File: config.mk
export PLATFORM = sky130hd
export DESIGN_NAME = rr_mux_sel_arbiter
export DESIGN_NICKNAME = d
export VERILOG_FILES = /design/src/rtl/arb_pkg.sv /design/src/rtl/rr_pick4.sv /design/src/rtl/rr_mux_sel_arbiter.sv
export SDC_FILE = /design/constraint.sdc
export NUM_CORES = 1
export LEC_CHECK = 0
export CORE_MARGIN = 3
export CORE_UTILIZATION = 53
export CTS_CLUSTER_SIZE = 25
export DETAILED_ROUTE_END_ITERATION = 16
export PLACE_DENSITY_LB_ADDON = 0.2
export SLEW_MARGIN = 20
export SYNTH_ARGS = -nofsm -noshare
export SYNTH_HDL_FRONTEND = slang
export SYNTH_SLANG_ARGS = --single-unit
File: constraint.sdc
create_clock -name clk -period 2.9 [get_ports clk]
set_input_delay 0.87 -clock clk [delete_from_list [all_inputs] [get_ports clk]]
set_output_delay 0.87 -clock clk [all_outputs]
set_load 0.05 [all_outputs]
File: src/rtl/arb_pkg.sv
// Shared types and helpers for the round-robin mux-select arbiter.
package arb_pkg;

  localparam int ARB_NUM_REQ = 4;
  localparam int ARB_SEL_W   = 2;

  typedef enum logic {ARB_IDLE, ARB_GRANT} arb_state_t;

  function automatic logic [ARB_NUM_REQ-1:0] onehot_of(input logic [ARB_SEL_W-1:0] idx);
    onehot_of = {{(ARB_NUM_REQ-1){1'b0}}, 1'b1} << idx;
  endfunction

endpackage

File: src/rtl/rr_pick4.sv
// Rotating-priority scan over four requests, starting at ptr and wrapping 3->0.
module rr_pick4
  import arb_pkg::*;
(
  input  logic [ARB_NUM_REQ-1:0] req,
  input  logic [ARB_SEL_W-1:0]   ptr,
  output logic                   found,
  output logic [ARB_SEL_W-1:0]   idx
);

  logic [ARB_SEL_W-1:0] cand;

  // Walk offsets from farthest to nearest so the lowest offset from ptr wins.
  always_comb begin
    found = 1'b0;
    idx   = ptr;
    cand  = ptr;
    for (int k = ARB_NUM_REQ - 1; k >= 0; k--) begin
      cand = ptr + ARB_SEL_W'(k);
      if (req[cand]) begin
        found = 1'b1;
        idx   = cand;
      end
    end
  end

endmodule

File: src/rtl/rr_mux_sel_arbiter.sv
// Round-robin arbiter owning a shared 4:1 mux select, with bounded hold and a dead cycle between grants.
// Optional ARB_LOCK_EN adds a lock input that suppresses hold-limit expiry while the owner keeps requesting.
//
// state     | meaning
// ARB_IDLE  | no grant; pick next requester from ptr
// ARB_GRANT | one requester owns the mux; select frozen
module rr_mux_sel_arbiter
  import arb_pkg::*;
#(
  parameter int MAX_HOLD = 8
) (
  input  logic                   clk,
  input  logic                   rst,
  input  logic [ARB_NUM_REQ-1:0] req,
`ifdef ARB_LOCK_EN
  input  logic                   lock,
`endif
  output logic [ARB_SEL_W-1:0]   select,
  output logic [ARB_NUM_REQ-1:0] gnt,
  output logic                   busy
);

  localparam int HOLD_W = $clog2(MAX_HOLD + 1);
  localparam logic [HOLD_W-1:0] HOLD_MAX = HOLD_W'(MAX_HOLD);

  arb_state_t            state_q;
  logic [ARB_SEL_W-1:0]  sel_q;
  logic [ARB_SEL_W-1:0]  ptr_q;
  logic [ARB_NUM_REQ-1:0] gnt_q;
  logic                  busy_q;
  logic [HOLD_W-1:0]     hold_q;
  logic [HOLD_W-1:0]     hold_d;
  logic                  expired;
  logic                  rel;
  logic                  pick_found;
  logic [ARB_SEL_W-1:0]  pick_idx;

  rr_pick4 u_pick (
    .req   (req),
    .ptr   (ptr_q),
    .found (pick_found),
    .idx   (pick_idx)
  );

  // Counter saturates so a locked grant can sit at the limit indefinitely.
  always_comb begin
    hold_d  = (hold_q == HOLD_MAX) ? hold_q : hold_q + HOLD_W'(1);
    expired = (hold_q == HOLD_MAX);
`ifdef ARB_LOCK_EN
    if (lock) expired = 1'b0;
`endif
    rel = !req[sel_q] || expired;
  end

  always_ff @(posedge clk) begin
    if (rst) begin
      state_q <= ARB_IDLE;
      sel_q   <= '0;
      ptr_q   <= '0;
      gnt_q   <= '0;
      busy_q  <= 1'b0;
      hold_q  <= '0;
    end else begin
      case (state_q)
        ARB_IDLE: begin
          if (pick_found) begin
            state_q <= ARB_GRANT;
            sel_q   <= pick_idx;
            gnt_q   <= onehot_of(pick_idx);
            busy_q  <= 1'b1;
            hold_q  <= HOLD_W'(1);
          end
        end
        ARB_GRANT: begin
          if (rel) begin
            state_q <= ARB_IDLE;
            gnt_q   <= '0;
            busy_q  <= 1'b0;
            ptr_q   <= sel_q + ARB_SEL_W'(1);
          end else begin
            hold_q  <= hold_d;
          end
        end
        default: state_q <= ARB_IDLE;
      endcase
    end
  end

  assign select = sel_q;
  assign gnt    = gnt_q;
  assign busy   = busy_q;

endmodule

==> impl_metrics.toml, run 1 <==
[logic_synthesis]
synth_mux_area_frac = 0.0867
synth_top_area_cell = "dfxtp_1"
async_flop_share = 0
synth_xor_area_frac = 0.0357
netlist_area_sq_um = 736
yosysSeqAreaShare = 0.381
synth_warnings = 0
netlist_top_cells_area = "dfxtp_1 38%, a21oi_1 6.1%, nand2_1 4.6%"
synth_top_area_share = 0.381
synth_edf_count = 0
ys_ff_latch = 14
synth_top_family_by_area = "simple AND/OR/NAND/NOR gates"
synth_cell_types = 27
synth_fa_ha_area_frac = 0.0340
synthFlopType = "dfxtp_1"
yosys.area_share.simple = 0.281
synth_fp_nets = 94
synth_compound_area_frac = 0.136
synth_cells = 86
syn_avg_cell_area_sq_um = 8.55

[place]
dp_hpwl_um = 1110
place_area_sq_um = 870
portBuffers = 12
gp_congestion = 0.789

[global_route]
grt-ovfl-total = 0
grt_usage = 0.184
antenna_found_initial = 0
grt_pass1_wl_um = 2620
grt_max_degree = 15
grt_pass1_vias = 588

[worst_setup_path]
crit_path_cell_trace = "clkdlybuf4s50_1"
cp_slowest_cell = "clkdlybuf4s50_1"
startpoint_type = "register"
required_ns = 2.03
cp-end-kind = "primary output"
crit_buf_inv = 1
cpPeakStageDelay_ns = 0.85
cp.arrival_ns = 1.59
path_max_fanout = 6
path_class = "reg -> out"
crit_family = "buffers and inverters"

[layout]
final-seq-area_sq_um = 280
nNetsFinal = 110
diodes = 0
multiInputGateArea_sq_um = 422
drive_above_1_share = 0.100
design_area_sq_um = 892
area.growth.synth_to_final_pct = 21.3
fill_cells = 99

[cts]
htreeDepth = 1
cts_tree = "yes"
cts_setup_buffers = 0
post_cts_resized = 0
insertion_delay_ns = 0.27
cts_max_path_buffers = 2
cts_made_buffers = 3
path_clk_slew_ns = 0.07
postCtsHoldBufs = 0
clock-sinks = 14
root_buffer = "clkbuf_4"

[route]
wl_met1_um = 759
top_layer = "met4"
met3WireLength_um = 73
final_antenna_net_count = 0
wl_met2_um = 635
viasPerCell = 5.61
drtIter0Drc = 6
via_count = 639
avgRoutedWirePerCell_um = 13.0
drcViolationCount = 0
totalWireLength_um = 1490
first_pass_iters = 4

[sta]
finalMaxSlewViolations = 0
hold_violations = 0
min_period_over_period = 0.847
worstMarginPinSlew_ns = 0.508
period_minus_slack_ns = 2.46
clock.fmax_ghz = 0.407
finClkSkew_ns = 0.00266
timing.slew.headroom = 0.660
hold-worst-slack_ns = 0.472
setup_viol = 0
fin_tns_setup_ns = 0
rsz0062_at_grt = "no"

[die]
io_pins = 13
die_area_sq_um = 1870
initial_core_util = 0.613
die_w_um = 43.3
die_h_um = 43.3
core.rowCount = 12
core_region_area_sq_um = 1200

[power_and_ir_drop]
switching_share = 0.318
p_leak_nw = 0.345
p_per_area_nw_per_um2 = 494
p_int_w = 0.000301
power.switching_w = 0.000140
irDropWorstVdd_mv = 0.366
p_clk_frac = 0.237
combPwrFrac = 0.267
p_seq_frac = 0.496

[outcome]
status = "complete, no violations"

[worst_hold_path]
min_path_type = "reg -> reg"

[run]
max_cap_viol_count = 0
-- per-layer routing --
layer,vias up,GRT usage
met5,-,0
met4,0,0.0542
met3,4,0.0424
met2,15,0.286
met1,286,0.250
li1,334,-
-- per-stage QoR --
step           cells  power (W)   util  worst slack (ns)
2_1_floorplan     86   0.000302      -             0.880
3_3_place_gp     111   0.000338  0.724             0.326
3_5_place_dp     111   0.000341  0.724             0.266
4_1_cts          114   0.000445  0.743             0.440
5_1_grt          114   0.000467  0.743             0.378
6_report         114   0.000441  0.743             0.444
-- power groups by stage --
stage | logic (W) | registers, W | clock network (W)
final | 0.000118 | 0.000219 | 0.000104
after global routing | 0.000129 | 0.000222 | 0.000116
after CTS | 0.000118 | 0.000219 | 0.000108
after detailed placement | 0.000118 | 0.000223 | 0
after global placement | 0.000116 | 0.000222 | 0
after floorplan | 0.0000562 | 0.000246 | 0
-- layout make-up --
cell class | instances | area share
Multi-Input combinational cell | 65 | 0.473
Sequential cell | 14 | 0.314
Timing Repair Buffer | 14 | 0.151
Clock buffer | 3 | 0.0252
Tap cell | 14 | 0.0196
Inverter | 4 | 0.0168
-- synthesized netlist by cell type, drive strengths merged, types with 2 or more instances --
| library cell | count |
|---|---|
| dfxtp | 14 |
| a21oi | 9 |
| nand2 | 9 |
| nor2 | 8 |
| nand3 | 5 |
| nor3 | 5 |
| inv | 4 |
| nand3b | 4 |
| nor2b | 4 |
| mux2i | 3 |
| xor2 | 3 |
| clkbuf | 2 |
| ha | 2 |
| o31ai | 2 |
-- path summary, 6_finish.rpt --
| path | start | to | slack, ns | cells past startpoint |
|---|---|---|---|---|
| setup / recovery | select[0] | select[0] | 0.44 | 1 |
| setup reg to reg | select[0] | hold_q[3] | 1.14 | 5 |
| hold reg to reg | gnt[2] | gnt[2] | 0.47 | 2 |
| hold / removal | gnt[2] | gnt[2] | 0.47 | 2 |
-- registers in the layout (all words and copies together) (netlist names) --
signal,count
ptr_q,2
hold_q,4
select,2
gnt,4
busy,1
state_q,1
-- placed cells by master (no fill, tap or decap), drive strengths merged, types with 2 or more instances in the layout --
cell type,n
nand3b,4
nand3,5
nor2,8
xor2,3
nor3,5
inv,4
a21oi,9
mux2i,3
nand2,9
dfxtp,14
ha,2
nor2b,4
clkbuf,3
o31ai,2
buf,2
clkdlybuf4s50,12
-- cell families after synthesis --
logic type               count (synthesis)
flip-flops                              14
multiplexers                             5
AO/OA/AOI/OAI                           16
AND/OR/NAND/NOR                         39
buffers and inverters                    7
XOR/XNOR                                 3
adder cells (fa/ha/maj)                  2
No activity file was read; power rests on OpenSTA's default activity.
==> inputs of run 2 (changes only) <==
CORE_UTILIZATION = 49   (was 53)
clock period = 2.47 ns   (was 2.9 ns; I/O delays follow)
==> impl_metrics.toml, run 2 (same netlist as run 1, synthesis figures left out) <==
[route]
avgRoutedWirePerCell_um = 13.2
totalWireLength_um = 1620
via_count = 675
first_pass_iters = 4
viasPerCell = 5.49
final_antenna_net_count = 0
drtIter0Drc = 14
drcViolationCount = 0

[sta]
fin_tns_setup_ns = 0
setup_viol = 0
clock.fmax_ghz = 0.430
finClkSkew_ns = 0.00786
worstMarginPinSlew_ns = 0.512
hold_violations = 0
min_period_over_period = 0.943
timing.slew.headroom = 0.658
finalMaxSlewViolations = 0
period_minus_slack_ns = 2.33
rsz0062_at_grt = "no"

[layout]
drive_above_1_share = 0.167
fin_cells = 123
layout_commonest_cell = "dfxtp_1"
area.growth.synth_to_final_pct = 30.4
final-seq-area_sq_um = 280
design_area_sq_um = 960
fill_cells = 111
nNetsFinal = 117
diodes = 0
multiInputGateArea_sq_um = 422
post-route-util = 0.711
final_cell_mix = "14 x dfxtp_1, 12 x clkdlybuf4s50_1, 9 x a21oi_1, 9 x nand2_1, 9 x buf_4"

[cts]
postCtsHoldBufs = 0
post_cts_resized = 0
insertion_delay_ns = 0.28
cts_made_buffers = 3
path_clk_slew_ns = 0.08
root_buffer = "clkbuf_4"
clock-sinks = 14
htreeDepth = 1
cts_max_path_buffers = 2
cts_setup_buffers = 0
cts_tree = "yes"

[worst_setup_path]
crit_family = "buffers and inverters"
path_max_fanout = 6
cp-end-kind = "primary output"
required_ns = 1.73
crit_buf_inv = 1
startpoint_type = "register"
crit_path_cell_trace = "clkdlybuf4s50_1"
cp.arrival_ns = 1.59
cpPeakStageDelay_ns = 0.85
cp_slowest_cell = "clkdlybuf4s50_1"
path_class = "reg -> out"

[die]
die_area_sq_um = 2000
core_region_area_sq_um = 1350
die_w_um = 44.8
die_h_um = 44.8
core.rowCount = 13
initial_core_util = 0.545
io_pins = 13

[outcome]
status = "complete, no violations"

[power_and_ir_drop]
switching_share = 0.306
p_leak_nw = 0.386
p_seq_frac = 0.447
irDropWorstVdd_mv = 0.519
power_w = 0.000572
power.switching_w = 0.000175
combPwrFrac = 0.269
p_per_area_nw_per_um2 = 596
p_clk_frac = 0.284
p_int_w = 0.000397

[global_route]
grt_pass1_vias = 681
grt_usage = 0.183
antenna_found_initial = 0
grt_max_degree = 15
grt-ovfl-total = 0
grt_pass1_wl_um = 2740

[place]
gp_congestion = 0.820
place_area_sq_um = 923
dp_cells = 119
dp_hpwl_um = 1200
portBuffers = 12

[run]
max_cap_viol_count = 0

[worst_hold_path]
min_path_type = "reg -> reg"
==> run 2: layout make-up <==
type,count,area share
clock buffers,4,0.0378
repair buffers,21,0.196
flip-flops and latches,14,0.292
inverters,4,0.0156
well taps,15,0.0196
multi-input cells,65,0.439
==> run 2: through the flow <==
step                setup WS, ns  hold slack (ns)
global placement          0.0515            0.458
detailed placement       -0.0167            0.463
CTS                        0.130            0.478
floorplan                  0.484            0.499
finish                     0.142            0.475
global route              0.0669            0.501
==> run 2: metal layers <==
metal,GRT usage,routed length (um),vias to the layer above
met5,0,0,-
met3,0.0478,67,2
met4,0.0602,12,0
met2,0.301,727,12
li1,-,-,347
met1,0.230,813,314
==> run 2: power groups by stage <==
stage / Combinational [W] / Sequential [W] / Clock, W
2_1_floorplan: 0.0000660 / 0.000289 / 0
3_3_place_gp: 0.000150 / 0.000260 / 0
3_5_place_dp: 0.000153 / 0.000261 / 0
4_1_cts: 0.000153 / 0.000256 / 0.000165
5_1_grt: 0.000165 / 0.000258 / 0.000180
6_report: 0.000154 / 0.000256 / 0.000163
==> run 2: path summary, 6_finish.rpt <==
kind / slack (ns) / end / start / depth (start not counted)
max: 0.14 / select[0] / select[0] / 1
min: 0.48 / gnt[3] / gnt[3] / 2
max reg2reg: 0.72 / hold_q[3] / select[0] / 5
min reg2reg: 0.48 / gnt[3] / gnt[3] / 2
==> variant, RTL diff (flow settings as in run 2) <==
`MAX_HOLD`: 8 -> 4.
--- a/src/rtl/rr_mux_sel_arbiter.sv
+++ b/src/rtl/rr_mux_sel_arbiter.sv
@@ -7,7 +7,7 @@
 module rr_mux_sel_arbiter
   import arb_pkg::*;
 #(
-  parameter int MAX_HOLD = 8
+  parameter int MAX_HOLD = 4
 ) (
   input  logic                   clk,
   input  logic                   rst,
Behaviour: not the same (a bounded check fails within 10 cycles, from zero or initial values and one cycle with rst high).
==> variant against run 2 <==
Die area down 3.5%. Sequential cell count shrank 1. Wire length down 14%. Worst setup slack got worse by 0.029 ns. Count of clock-buffer cells in the layout stayed put. Combinational power up 9.7%. Register-to-register slack better by 0.07 ns. Cell area fell by 10%. Total power fell by 4.7%. Synthesized area down 4.1%.
==> variant: results (changes against run 2) <==
\begin{tabular}{lr}
\hline
Metric & Value \\
\hline
\multicolumn{2}{l}{\textbf{Layout}} \\
\quad Layout net count & 104 (was 117) \\
\quad Layout cells sized above 1 & 11.58\% (was 16.67\%) \\
\quad Filler cell count in the final layout & 117 (was 111) \\
\quad Antenna fix cells & 0 (unchanged) \\
\multicolumn{2}{l}{\textbf{STA}} \\
\quad Clock Skews & 0.005422 ns (was 0.007859 ns) \\
\quad Transition at the pin with the smallest max-transition slack & 0.4956 ns (was 0.5115 ns) \\
\multicolumn{2}{l}{\textbf{Placed design}} \\
\quad Detailed placement HPWL & 1047 µm (was 1200 µm) \\
\quad Routability cong. & 0.8265 (was 0.8197) \\
\multicolumn{2}{l}{\textbf{Worst setup path}} \\
\quad Worst r2r path cells & 7 (was 5) \\
\quad Crit path max fanout & 5 (was 6) \\
\quad Worst path max stage delay & roughly 0.86 ns \\
\multicolumn{2}{l}{\textbf{Routing}} \\
\quad Ratio of routed vias to standard cells & 5.727 (was 5.488) \\
\quad Average routed wire per standard cell & 12.73 µm (was 13.17 µm) \\
\multicolumn{2}{l}{\textbf{Synth}} \\
\quad Largest cells by area after synthesis & sky130\_fd\_sc\_hd\_\_dfxtp\_1 37\%, sky130\_fd\_sc\_hd\_\_nor2\_1 5.9\%, sky130\_fd\_sc\_hd\_\_a21oi\_1 5.7\% (was sky130\_fd\_sc\_hd\_\_dfxtp\_1 38\%, sky130\_fd\_sc\_hd\_\_a21oi\_1 6.1\%, sky130\_fd\_sc\_hd\_\_nand2\_1 4.6\%) \\
\quad Most frequent cells after synthesis & 13 x sky130\_fd\_sc\_hd\_\_dfxtp\_1, 11 x sky130\_fd\_sc\_hd\_\_nor2\_1, 8 x sky130\_fd\_sc\_hd\_\_a21oi\_1 (was 14 x sky130\_fd\_sc\_hd\_\_dfxtp\_1, 9 x sky130\_fd\_sc\_hd\_\_a21oi\_1, 9 x sky130\_fd\_sc\_hd\_\_nand2\_1) \\
\quad Net count after synthesis & 89 (was 94) \\
\quad Count of different cell masters after synthesis & 30 (was 27) \\
\quad Sequential area share after synthesis & 36.88\% (was 38.10\%) \\
\multicolumn{2}{l}{\textbf{Min path}} \\
\quad Worst hold-check path type & flop to flop (unchanged) \\
\multicolumn{2}{l}{\textbf{Global route}} \\
\quad Number of global-route vias before repair & 591 (was 681) \\
\quad Global-route wire length before repair & 2484 µm (was 2739 µm) \\
\quad Largest net degree at the start of global routing & 14 (was 15) \\
\quad Global routing usage summed across all routing layers & 17.26\% (was 18.28\%) \\
\multicolumn{2}{l}{\textbf{Power}} \\
\quad Leakage & 0.3270 nW (was 0.3860 nW) \\
\quad Fraction of power spent switching nets & 33.92\% (was 30.62\%) \\
\quad Worst VDD drop & 0.4903 mV (was 0.5190 mV) \\
\multicolumn{2}{l}{\textbf{Run status}} \\
\quad Run status & finished, final reports clean (unchanged) \\
\hline
\end{tabular}
variant: cell count changes after synthesis, moves of 3 or more:
cell | run 2 | this run
sky130_fd_sc_hd__nand3b_1 | 4 | 0
sky130_fd_sc_hd__nor2b_1 | 4 | 1
sky130_fd_sc_hd__nand2b_1 | 0 | 4
sky130_fd_sc_hd__nor2_1 | 8 | 11
sky130_fd_sc_hd__nand2_1 | 9 | 6
sky130_fd_sc_hd__a211oi_1 | 1 | 4
sky130_fd_sc_hd__nand3_1 | 5 | 2
sky130_fd_sc_hd__mux2i_1 | 3 | 0
variant: stage by stage:
stage | hold slack [ns] | power (mW) | cells | setup slack [ns] | instance area (µm²)
2_1_floorplan | 0.5011 | 0.3714 | 81 | 0.6452 | 705.7
3_3_place_gp | 0.4531 | 0.4180 | 106 | 0.09369 | 837.1
3_5_place_dp | 0.4542 | 0.4199 | 106 | 0.07370 | 837.1
4_1_cts | 0.4648 | 0.5501 | 110 | 0.1067 | 863.3
5_1_grt | 0.4886 | 0.5765 | 110 | 0.06640 | 863.3
6_report | 0.4618 | 0.5450 | 110 | 0.1128 | 863.3
variant: layout make-up:
class | instances | area share [%]
clock buffer | 4 | 3.043
inverter | 5 | 2.174
multi-input combinational | 61 | 48.55
sequential | 13 | 30.14
tap | 15 | 2.174
timing repair buffer | 12 | 13.91
variant: final timing paths:
path                                start         to  slack (ns)
worst max-delay path            select[1]  select[1]        0.11
worst max register to register  hold_q[0]  hold_q[0]        0.79
worst min-delay path               gnt[2]     gnt[2]        0.46
worst min register to register     gnt[2]     gnt[2]        0.46
variant: per-layer routing:
layer	routed length [µm]	vias up	GRT usage (%)
met5	0	-	0
met4	23	0	9.036
met3	76	4	2.490
li1	-	320	-
met2	585	15	25.87
met1	715	291	23.74
variant: power groups by stage:
stage	sequential, mW	clock, mW	combinational, mW
after floorplan	0.282	0	0.0894
after global placement	0.250	0	0.168
after detailed placement	0.251	0	0.169
after CTS	0.246	0.134	0.170
after global routing	0.249	0.143	0.185
final	0.246	0.130	0.169
variant: worst min-delay path, cell delays in order, from the launching register on:
cell,delay [ns]
sky130_fd_sc_hd__dfxtp_1,0.31
sky130_fd_sc_hd__nand2_1,0.05
sky130_fd_sc_hd__a21oi_1,0.05
variant: cells by family (layout without fill, tap and decap cells):
kind of cell	after synthesis	after routing	share of synthesized area, %
AND/OR/NAND/NOR	32	32	21.63
AO/OA/AOI/OAI	23	23	27.48
flip-flops	13	13	36.88
buffers and inverters	7	21	3.724
adder cells (fa/ha/maj)	2	2	3.546
XOR/XNOR	2	2	2.483
multiplexers	2	2	4.255
